`config.mk`:
```
export PLATFORM = sky130hd
export DESIGN_NAME = agh_led_seq_ctrl_flat
export DESIGN_NICKNAME = d
export VERILOG_FILES = /design/src/rtl/agh_led_seq_ctrl_if.sv /design/src/rtl/agh_led_seq_ctrl.sv /design/src/flat_wrapper.sv
export SDC_FILE = /design/constraint.sdc
export NUM_CORES = 1
export LEC_CHECK = 0
export CAP_MARGIN = 20
export CORE_MARGIN = 8
export CORE_UTILIZATION = 40
export CTS_BUF_LIST = sky130_fd_sc_hd__clkbuf_4 sky130_fd_sc_hd__clkbuf_8
export DETAILED_ROUTE_END_ITERATION = 6
export DONT_BUFFER_PORTS = 1
export SLEW_MARGIN = 20
export SYNTH_ARGS = -nofsm -noshare
export SYNTH_HDL_FRONTEND = slang
export SYNTH_SLANG_ARGS = --single-unit
```
`constraint.sdc`:
```
create_clock -name clk -period 6.9 [get_ports clk]
set_clock_uncertainty 0.15 [all_clocks]
set_input_delay 0.69 -clock clk [delete_from_list [all_inputs] [get_ports clk]]
set_output_delay 0.69 -clock clk [all_outputs]
set_load 0.02 [all_outputs]
```
`src/rtl/agh_led_seq_ctrl_if.sv`:
```
// Avalon-MM slave bundle for the LED sequencer register block.
// No waitrequest; reads have a fixed latency of one clock.
interface agh_led_seq_ctrl_if;
    logic [3:0]  avs_address;
    logic        avs_read;
    logic        avs_write;
    logic [31:0] avs_writedata;
    logic [31:0] avs_readdata;

    modport master (
        output avs_address, avs_read, avs_write, avs_writedata,
        input  avs_readdata
    );

    modport slave (
        input  avs_address, avs_read, avs_write, avs_writedata,
        output avs_readdata
    );
endinterface

```
`src/rtl/agh_led_seq_ctrl.sv`:
```
// LED controller: direct register or 8-step pattern sequencer, global PWM
// brightness, and a level interrupt when a one-shot sequence completes.
module agh_led_seq_ctrl #(
    parameter int TICK_DIV = 50000,   // clk cycles per base tick, >= 1
    parameter int PWM_W    = 8        // PWM counter / DUTY width
) (
    input  logic              clk,
    input  logic              rst,
    agh_led_seq_ctrl_if.slave avs,
    output logic [7:0]        led,
    output logic              irq
);
    localparam int TW = (TICK_DIV > 1) ? $clog2(TICK_DIV) : 1;
    localparam logic [TW-1:0] TICK_LAST = TW'(TICK_DIV - 1);

    localparam logic [3:0] A_CTRL       = 4'h0;
    localparam logic [3:0] A_STATUS     = 4'h1;
    localparam logic [3:0] A_DIRECT     = 4'h2;
    localparam logic [3:0] A_DUTY       = 4'h3;
    localparam logic [3:0] A_STEP_TICKS = 4'h4;
    localparam logic [3:0] A_SEQ_LEN    = 4'h5;

    typedef enum logic [1:0] {IDLE, RUN, HOLD} state_t;

    state_t           state;
    logic             en, seq_en, loop, ie, done;
    logic [7:0]       direct;
    logic [PWM_W-1:0] duty;
    logic [15:0]      step_ticks;
    logic [2:0]       seq_len;
    logic [7:0]       pat [8];
    logic [2:0]       step;
    logic [TW-1:0]    tick_cnt;
    logic [15:0]      timer;
    logic [PWM_W-1:0] pwm_cnt;

    logic             wr_ctrl, seq_stop, tick, expiry, done_set, done_clr, pwm_on;
    logic [15:0]      load_val;
    logic [7:0]       src;
    logic [31:0]      rd_mux;
    logic             unused_wdata;

    assign unused_wdata = ^avs.avs_writedata[31:16];

    assign wr_ctrl  = avs.avs_write && (avs.avs_address == A_CTRL);
    assign seq_stop = wr_ctrl && !avs.avs_writedata[1];
    assign tick     = (state == RUN) && (tick_cnt == TICK_LAST);
    assign expiry   = tick && (timer == 16'd1);
    assign load_val = (step_ticks == 16'd0) ? 16'd1 : step_ticks;
    // A stop request in the completing cycle cancels the completion.
    assign done_set = expiry && (step >= seq_len) && !loop && !seq_stop;
    assign done_clr = avs.avs_write && (avs.avs_address == A_STATUS) && avs.avs_writedata[1];
    assign src      = (state == IDLE) ? direct : pat[step];
    assign pwm_on   = (duty == '1) || (pwm_cnt < duty);
    assign irq      = done & ie;

    // Sequencer FSM: step index, step timer and run/hold/idle state.
    always_ff @(posedge clk or posedge rst) begin
        // NOTE: sequential state uses non-blocking assignments so every flop samples pre-edge values.
        if (rst) begin
            state <= IDLE;
            step  <= 3'd0;
            timer <= 16'd0;
        end else if (seq_stop) begin
            state <= IDLE;
            step  <= 3'd0;
        end else if (state == IDLE) begin
            if (wr_ctrl) begin
                state <= RUN;
                step  <= 3'd0;
                timer <= load_val;
            end
        end else if (tick) begin
            if (timer != 16'd1) begin
                timer <= timer - 16'd1;
            end else begin
                timer <= load_val;
                if (step < seq_len)
                    step <= step + 3'd1;
                else if (loop)
                    step <= 3'd0;
                else
                    state <= HOLD;
            end
        end
    end

    // Base tick divider: free-runs in RUN, parked at zero elsewhere so RUN entry starts a fresh period.
    always_ff @(posedge clk or posedge rst) begin
        if (rst)
            tick_cnt <= '0;
        else if (state != RUN || tick_cnt == TICK_LAST)
            tick_cnt <= '0;
        else
            tick_cnt <= tick_cnt + TW'(1);
    end

    // Register file writes; DONE is sticky with set taking priority over W1C.
    always_ff @(posedge clk or posedge rst) begin
        if (rst) begin
            {ie, loop, seq_en, en} <= 4'd0;
            done       <= 1'b0;
            direct     <= 8'd0;
            duty       <= '0;
            step_ticks <= 16'd1;
            seq_len    <= 3'd0;
            // NOTE: the pattern array is small and software-visible, so it is reset like any other register.
            for (int i = 0; i < 8; i++) pat[i] <= 8'd0;
        end else begin
            done <= done_set | (done & ~done_clr);
            if (avs.avs_write) begin
                case (avs.avs_address)
                    A_CTRL:       {ie, loop, seq_en, en} <= avs.avs_writedata[3:0];
                    A_DIRECT:     direct     <= avs.avs_writedata[7:0];
                    A_DUTY:       duty       <= avs.avs_writedata[PWM_W-1:0];
                    A_STEP_TICKS: step_ticks <= avs.avs_writedata[15:0];
                    A_SEQ_LEN:    seq_len    <= avs.avs_writedata[2:0];
                    default: if (avs.avs_address[3]) pat[avs.avs_address[2:0]] <= avs.avs_writedata[7:0];
                endcase
            end
        end
    end

    // Read data mux; unmapped addresses read as zero.
    always_comb begin
        // NOTE: default first so no path through the case leaves rd_mux unassigned (no latch).
        rd_mux = 32'd0;
        case (avs.avs_address)
            A_CTRL:       rd_mux[3:0]       = {ie, loop, seq_en, en};
            A_STATUS:     rd_mux[10:0]      = {step, 6'd0, done, state == RUN};
            A_DIRECT:     rd_mux[7:0]       = direct;
            A_DUTY:       rd_mux[PWM_W-1:0] = duty;
            A_STEP_TICKS: rd_mux[15:0]      = step_ticks;
            A_SEQ_LEN:    rd_mux[2:0]       = seq_len;
            default: if (avs.avs_address[3]) rd_mux[7:0] = pat[avs.avs_address[2:0]];
        endcase
    end

    // Registered outputs: read data (held between reads), PWM counter and LED drive.
    always_ff @(posedge clk or posedge rst) begin
        if (rst) begin
            avs.avs_readdata <= 32'd0;
            pwm_cnt          <= '0;
            led              <= 8'd0;
        end else begin
            if (avs.avs_read) avs.avs_readdata <= rd_mux;
            pwm_cnt <= pwm_cnt + PWM_W'(1);
            led     <= en ? (src & {8{pwm_on}}) : 8'd0;
        end
    end
endmodule
```
`src/flat_wrapper.sv`:
```
// flat-port wrapper written by rule: the top's interface ports become plain ports
module agh_led_seq_ctrl_flat 
#(
    parameter int TICK_DIV = 50000,                                    
    parameter int PWM_W    = 8                                   
)
  (clk, rst, led, irq, avs_avs_address, avs_avs_read, avs_avs_write, avs_avs_writedata, avs_avs_readdata);
  agh_led_seq_ctrl_if avs_i ();
  input  logic clk;
  input  logic rst;
  output logic [7:0] led;
  output logic irq;
  input wire logic [$bits(avs_i.avs_address)-1:0] avs_avs_address;
  input wire logic [$bits(avs_i.avs_read)-1:0] avs_avs_read;
  input wire logic [$bits(avs_i.avs_write)-1:0] avs_avs_write;
  input wire logic [$bits(avs_i.avs_writedata)-1:0] avs_avs_writedata;
  output wire logic [$bits(avs_i.avs_readdata)-1:0] avs_avs_readdata;
  assign avs_i.avs_address = avs_avs_address;
  assign avs_i.avs_read = avs_avs_read;
  assign avs_i.avs_write = avs_avs_write;
  assign avs_i.avs_writedata = avs_avs_writedata;
  assign avs_avs_readdata = avs_i.avs_readdata;
  agh_led_seq_ctrl #(.TICK_DIV(TICK_DIV), .PWM_W(PWM_W)) u_core (.clk(clk), .rst(rst), .avs(avs_i), .led(led), .irq(irq));
endmodule
```
[Yosys cells after proc, flatten, opt, wreduce, memory -nomap -nowiden]
Index checks and enable logic that the tools add are counted.
Storage, ports and cells
  output and inout port bits: 41
  register bits after elaboration: 173
Operators by class
  equality and inequality tests: 16
  bitwise operators: 9
  order comparisons: 6
  muxes and demuxes: 37
  add/subtract/negate cells: 4
  reductions and logical operators: 33
Operators by type and width (count)
  $mux W16: 6
  $bwmux W64: 1
  $mux W8: 8
  $bmux W8 S3: 2
  $demux W8 S3: 1
  $mux W3: 7
  $pmux W3 S6: 1
  $add A16 B1 Y16 const B: 1
  $eq A16 B1 Y1 const B: 1
  $eq A16 B16 Y1 const B: 1
  $logic_not A16 Y1: 1
  $ne A16 B1 Y1 const B: 1
  $pmux W4 S4: 1
  $sub A16 B1 Y16 const B: 1
  $mux W2: 7
  $logic_and A1 B1 Y1: 10
  $reduce_and A2 Y1: 5
  $ne A3 B1 Y1 const B: 3
  $add A8 B1 Y8 const B: 1
  $and A8 B8 Y8: 1
  $eq A4 B2 Y1 const B: 2
  $eq A4 B3 Y1 const B: 2
  $eq A8 B8 Y1 const B: 1
  $ge A4 B4 Y1 const B: 2
  29 further kinds: 38

[Logic depth before layout (Yosys ltp)]
Gate-level depths: netlist of the first run.
  depth after elaboration: 7
  mapped depth: 8
  depth with buffers taken out: 7

[Least setup slack after synthesis of the first run]
Ideal clock, no wire load.
  path type: input to register
  start point: input avs_avs_address[1]
  end point: register u_core.timer[8]
  arrival time: 2432 ps
  stages on the path: 7
  setup slack: 4194 ps
  cell sequence: buf_2 -> or4b_2 -> nor3_2 -> o32a_1 -> buf_6 -> buf_2 -> o2bb2ai_1
On the way
  cells in the longest elaborated chain, start to end: 5
  elaborated cells between the ends (all ways): 6
RTL lines
  from (decl): line flat_wrapper.sv:13  | input wire logic [$bits(avs_i.avs_address)-1:0] avs_avs_address;
  $logic_not A4 Y1 *: line agh_led_seq_ctrl.sv:45  | assign wr_ctrl = avs.avs_write && (avs.avs_address == A_CTRL);
  $logic_and A1 B1 Y1 *: line agh_led_seq_ctrl.sv:45
  parallel branches: the longest is 2 deep, another holds $ne A2 B1 Y1
  $reduce_and A3 Y1 (no source line) *
  to (signal assigned): line agh_led_seq_ctrl.sv:71  | timer <= load_val;
  to (signal assigned): line agh_led_seq_ctrl.sv:75  | timer <= timer - 16'd1;
  to (signal assigned): line agh_led_seq_ctrl.sv:77  | timer <= load_val;
  to (decl): line agh_led_seq_ctrl.sv:34  | logic [15:0] timer;
Every way passes the cells marked *.
A chain may end at the register's enable or synchronous reset.

[Worst setup path in the final report of the first run]
  start point: register u_core.tick_cnt[13]
  end point: register u_core.timer[3]
On the way
  cells in the longest elaborated chain, start to end: 4
RTL lines
  from (decl): line agh_led_seq_ctrl.sv:33  | logic [TW-1:0] tick_cnt;
  from (signal assigned): line agh_led_seq_ctrl.sv:95  | tick_cnt <= tick_cnt + TW'(1);
  $eq A16 B16 Y1: line agh_led_seq_ctrl.sv:47  | assign tick = (state == RUN) && (tick_cnt == TICK_LAST);
  $logic_and A1 B1 Y1: line agh_led_seq_ctrl.sv:47
  $reduce_bool A2 Y1 (no source line)
  $reduce_and A3 Y1 (no source line)
Every way passes these cells.

==> flow_summary.toml, run 1 <==
[setup_path]
arrival_ps = 3180
worst_ep_required_time_ps = 7080
critPathCaptureType = "register"
path_class = "reg -> reg"
start_kind = "register"
cp_max_fo = 13
rrSetupSlack_ps = 3900

[synthesis]
synth-seq-area-share_pct = 48.25
syn_inst = 755
ys.warnings.count = 0
synth_edf_count = 0
yosysUniqueCellTypes = 65
ys.flop_type = "dfrtp_1"
ys_ff_latch = 173
syn_area_per_cell_um2 = 11.89
syn_area_um2 = 8975
synthArstFlopShare_pct = 100.0

[clock_network]
numCtsBuffers = 17
cts_root_buf = "clkbuf_8"
cts_sinks = 173
cts_tree = "yes"
ctsHoldBuffers = 0
clk_latency_ps = 470
htreeDepth = 4
clockBufferDepth = 2
clkTransAtPathRegs_ps = 90
postCtsSetupBuffers = 0
cts_resized = 0

[cells_and_area]
antenna_cells = 0
fillers = 2066
drive_gt1_share_pct = 27.36
area_growth_pct = 7.291
nNetsFinal = 795

[power_and_ir_drop]
finalPower_mw = 2.866
power_density_nw_per_um2 = 297.7
p_leak_nw = 3.973
peakVddDrop_uv = 114.6

[timing]
timing.final.hold_violations = 0
post-route-period-util_pct = 43.45
worstMarginPinSlew_ps = 1070
max_freq_mhz = 333.5
rsz0062_at_grt = "false"
final.min_clock_period_ps = 2998
timing.slew.headroom_pct = 28.40
fin_hold_ws_ps = 92.34
drv_slew = 0
fin_setup_tns_ps = 0
finalSetupViolCount = 0

[die]
die-area_um2 = 27490
coreArea_um2 = 22370
die_h_um = 165.8
die_w_um = 165.8
rows = 55
start_util_pct = 40.13
ios = 81

[routing]
vias = 5905
drt_first_pass_iters = 4
drc_errors = 0
drt-initial-drc-count = 398
vias_per_cell = 5.689
detail-route-antenna-nets = 0
finalWirelength_um = 21770
wl_per_cell_um = 20.97

[min_path]
min_path_type = "in -> async"

[global_routing]
grt_max_degree = 98
grt_first_pass_wirelength_um = 35790
grt_pass1_vias = 6110
antenna_found_initial = 0
grtUsageTotal_pct = 16.38
grt_remaining_overflow = 0

[place]
place.detailed.hpwl_um = 14470
gp_congestion = 0.8097
port_buffers = 0

[job]
maxCapViolCount = 0

[run_status]
status = "complete, no violations"
==> metal layers <==
layer / up-vias / part of all wire (%) / GRT usage (%)
li1: 2713 / - / -
met1: 3040 / 45 / 21.66
met2: 133 / 48 / 26.78
met3: 19 / 5.4 / 3.661
met4: 0 / 1.4 / 4.308
met5: - / 0 / 0
==> path summary, 6_finish.rpt <==
check,start,end,cells after the start
min reg2reg,u_core.tick_cnt[0]$_DFF_PP0_,u_core.tick_cnt[0]$_DFF_PP0_,1
min in group clk,avs_avs_read,u_core.avs.avs_readdata[0]$_DFFE_PP0P_,1
max in group asynchronous,rst,u_core.step[2]$_DFFE_PP0P_,3
min,rst,u_core.led[7]$_DFF_PP0_,1
max reg2reg,u_core.tick_cnt[13]$_DFF_PP0_,u_core.timer[3]$_DFFE_PP0P_,5
max,u_core.tick_cnt[13]$_DFF_PP0_,u_core.timer[3]$_DFFE_PP0P_,5
==> where the power goes <==
part           total, mW  switching, mW  internal, mW
logic              0.697          0.324         0.373
clock network      0.766          0.387         0.379
registers           1.40          0.205          1.20
total               2.87          0.916          1.95
==> cell usage after synthesis (all sizes together), types with 2 or more instances <==
cell	n	area, um2
mux2i	15	150.1
inv	24	90.08
clkbuf	31	117.6
a221oi	2	17.52
nand2	34	127.6
nor4b	5	50.04
nor2	60	225.2
dfrtp	172	4304
a21o	3	22.52
o2bb2ai	11	96.34
and3	6	37.54
nand3	17	85.08
a211oi	2	15.01
o21ai	23	115.1
nor4	8	56.30
or2	6	37.54
o31ai	2	28.78
nand2b	6	37.54
a22o	8	70.07
mux4	33	743.2
nor3b	4	30.03
or4	5	37.54
mux2	111	1250
xor2	9	78.83
buf	27	175.2
or3	3	18.77
a41oi	4	35.03
nor2b	2	12.51
or4b	2	20.02
nand4	7	43.79
ha	15	187.7
a21oi	33	165.2
nor3	20	105.1
xnor2	11	96.34
a22oi	8	60.06
a31oi	7	43.79
==> flip-flops by register name, summed over array words and instances, names as in the netlist, 2 cells and up <==
register                 flops
u_core.led                   8
u_core.pat                  64
u_core.state                 2
u_core.avs.avs_readdata     16
u_core.pwm_cnt               8
u_core.tick_cnt             16
u_core.step                  3
u_core.seq_len               3
u_core.step_ticks           16
u_core.timer                16
u_core.direct                8
u_core.duty                  8
==> worst max-delay path, cell delays in order, from the launching register on <==
cell and delay (ps):
dfrtp_1 400, or4_1 520, or4_1 640, o32ai_2 740, o21ai_0 230, o2bb2ai_1 170
==> stage by stage <==
stage	setup slack, ps	cell area, um2	instances	util [%]
5_1_grt	3675	9629	1038	43.05
3_5_place_dp	3757	9176	1005	41.03
6_report	3902	9629	1038	43.05
2_1_floorplan	1373	9031	770	-
4_1_cts	3898	9600	1037	42.93
3_3_place_gp	3765	9176	1005	41.03
==> logic make-up (layout without fill, tap and decap cells) <==
family,count (synthesis),count (layout),share of synthesized area [%]
buf+inv,82,65,4.266
xor+xnor,20,20,1.952
simple gates,191,191,10.87
other cells,1,16,0.04178
mux,159,159,23.88
flops,173,173,48.25
fa+ha+maj,15,15,2.091
compound gates,114,114,8.644
==> layout make-up <==
type / count / area, um2 / area share [%]
clock buffer: 20 / 262.8 / 2.729
clock inverter: 12 / 161.4 / 1.676
inverter: 24 / 95.09 / 0.9875
multi-input combinational: 515 / 4334 / 45.01
sequential: 173 / 4332 / 44.98
tap: 285 / 356.6 / 3.703
timing repair buffer: 9 / 87.58 / 0.9096
==> cells in the final DEF, fill, tap and decap left out, types with 4 or more instances in the layout <==
master     Yosys  routed
xnor2_1       11      11
o2bb2ai_1     11      11
a21oi_1       33      33
ha_1          15      15
clkbuf_8       0      18
nor4_1         7       7
nand2_1       34      34
nand2b_1       6       6
or4_1          5       5
nor3b_1        4       4
dfrtp_1      172     171
o21ai_0       22      22
nor3_1        19      17
buf_4         16       8
nor2_1        60      60
nand4_1        7       7
xor2_1         9       9
nand3_1       17      17
mux4_2        33      33
a22oi_1        8       8
a22o_1         8       8
inv_1         23      22
a31oi_1        7       7
a41oi_1        4       4
and3_1         6       6
conb_1         1      16
mux2_2       111     111
or2_2          6       6
mux2i_1       15      15
No activity file was read; power rests on OpenSTA's default activity.
==> run 2: changes to the inputs <==
==> constraint.sdc (replaced) <==
create_clock -name clk -period 2.9 [get_ports clk]
set_clock_uncertainty 0.15 [all_clocks]
set_input_delay 0.29 -clock clk [delete_from_list [all_inputs] [get_ports clk]]
set_output_delay 0.29 -clock clk [all_outputs]
set_load 0.02 [all_outputs]
==> run 2 against run 1 <==
Effect of this change:
- sequential power is 140% higher
- via count increased by 4.7%
- setup slack worse by 3800 ps
- critical endpoint is now u_core.step[0]$_DFFE_PP0P_
- largest cell class is now registers
- critical path depth is the same
- register-to-register slack worse by 3800 ps
- hold slack got worse by 61 ps
- largest power group unchanged
- first-iteration DRC count grew 29%
- global-route usage grew 0.52 points
- utilization grew 1.9 points
==> flow_summary.toml, run 2 (synthesized netlist as in run 1, its figures left out) <==
[cells_and_area]
stdcell_count = 1084
layout_common_cells = "dfrtp_1, mux2_2, nor2_1, nand2_1"
nNetsFinal = 841
largest_reg_flops = 64
top_register = "u_core.pat"
finish.instance_area_um2 = 10050
final_common_cell = "dfrtp_1"
antenna_cells = 0
area_growth_pct = 12.03
drive_gt1_share_pct = 28.29

[routing]
drt_first_pass_iters = 5
detail-route-antenna-nets = 0
wl_per_cell_um = 20.90
drc_errors = 0
drt-initial-drc-count = 512
vias_per_cell = 5.706
finalWirelength_um = 22660
vias = 6185

[die]
die_h_um = 165.8
coreArea_um2 = 22370
rows = 55
die-area_um2 = 27490
die_w_um = 165.8
ios = 81
start_util_pct = 40.13

[job]
maxCapViolCount = 0

[setup_path]
worst_ep_required_time_ps = 3100
start_kind = "register"
path_class = "reg -> reg"
cp_max_fo = 7
critPathCaptureType = "register"
arrival_ps = 2990

[global_routing]
grt_max_degree = 58
grtUsageTotal_pct = 16.90
antenna_found_initial = 2
grt_pass1_vias = 6354
grt_remaining_overflow = 0
grt_first_pass_wirelength_um = 36880

[clock_network]
cts_tree = "yes"
numCtsBuffers = 17
htreeDepth = 4
cts_root_buf = "clkbuf_8"
clkTransAtPathRegs_ps = 90
cts_sinks = 173
clk_latency_ps = 460
clockBufferDepth = 2
cts_resized = 0

[timing]
worstMarginPinSlew_ps = 923.9
final.min_clock_period_ps = 2793
timing.slew.headroom_pct = 38.18
timing.final.hold_violations = 0
max_freq_mhz = 358.0
finalSetupViolCount = 0
fin_hold_ws_ps = 31.61
post-route-period-util_pct = 96.32
fin_setup_tns_ps = 0
drv_slew = 0
rsz0062_at_grt = "false"

[place]
port_buffers = 0
post_dp_cell_area_um2 = 9375
dp_cells = 1028
gp_congestion = 0.8179
place.detailed.hpwl_um = 15180

[power_and_ir_drop]
p_int_mw = 4.715
comb_power_share_pct = 25.8
seq_power_share_pct = 47.6
pwr-share-clk_pct = 26.5
p_sw_share_pct = 31.99
peakVddDrop_uv = 281.9
netSwitchingPower_mw = 2.219
p_leak_nw = 4.205
power_density_nw_per_um2 = 689.6

[run_status]
status = "complete, no violations"

[min_path]
min_path_type = "in -> reg"
## run 2: cell types whose count changed in the layout (fill, tap and decap cells not counted), moves of 2 or more
cell,change
dlygate4sd3_1,+23
clkinv_2,+2
nor3_1,+2
buf_4,+20
buf_12,+4
clkinvlp_4,-2
nor3_2,-2
## run 2: area by class of cell
type                    count  area (um2)
clock inverters            12       160.2
fillers                  2018       12310
well taps                 285       356.6
multi-input cells         515        4324
repair buffers             55       520.5
clock buffers              20       269.0
inverters                  24       93.84
flip-flops and latches    173        4330
## run 2: metrics by stage
step                util [%]  worst slack [ps]  power, mW
finish                 44.96             106.7      6.934
global route           44.96             17.79      7.308
global placement       41.92             190.2      5.048
detailed placement     41.92             143.8      5.087
floorplan                  -             250.1      4.605
CTS                    44.96             121.1      6.995
## run 2: power groups by stage
stage / logic, mW / registers, mW / clock network [mW]
after floorplan: 1.40 / 3.20 / 0
after global placement: 1.71 / 3.34 / 0
after detailed placement: 1.74 / 3.35 / 0
after CTS: 1.81 / 3.30 / 1.88
after global routing: 1.96 / 3.37 / 1.98
final: 1.79 / 3.30 / 1.84
## run 2: critical path, stage by stage (launching register included)
cell and delay (ps):
dfrtp_1 420, or4_1 540, or4_1 630, nand2b_1 250
o31ai_4 330, mux2_2 370
## run 2: path summary, 6_finish.rpt
kind,startpoint,to,slack [ps],cells after the start
max in group asynchronous,rst,u_core.step_ticks[0]$_DFFE_PP1P_,1440,3
setup reg to reg,u_core.tick_cnt[13]$_DFF_PP0_,u_core.step[0]$_DFFE_PP0P_,110,5
min in group asynchronous,rst,u_core.led[0]$_DFF_PP0_,350,2
setup / recovery,u_core.tick_cnt[13]$_DFF_PP0_,u_core.step[0]$_DFFE_PP0P_,110,5
hold reg to reg,u_core.tick_cnt[0]$_DFF_PP0_,u_core.tick_cnt[0]$_DFF_PP0_,320,1
hold / removal,avs_avs_write,u_core.step[1]$_DFFE_PP0P_,30,3
## run 2: repair_timing
| action | CTS | global route |
|---|---|---|
| hold endpoints to repair | 156 | 0 |
| hold buffers | 24 | 0 |
| setup buffers | 0 | 0 |
## run 2: metal layers
layer / GRT usage (%) / part of all wire [%] / vias to the layer above
li1: - / - / 2804
met1: 22.45 / 44 / 3168
met2: 27.19 / 48 / 174
met3: 3.518 / 5.2 / 35
met4: 5.613 / 2.4 / 4
met5: 0 / 0.12 / -
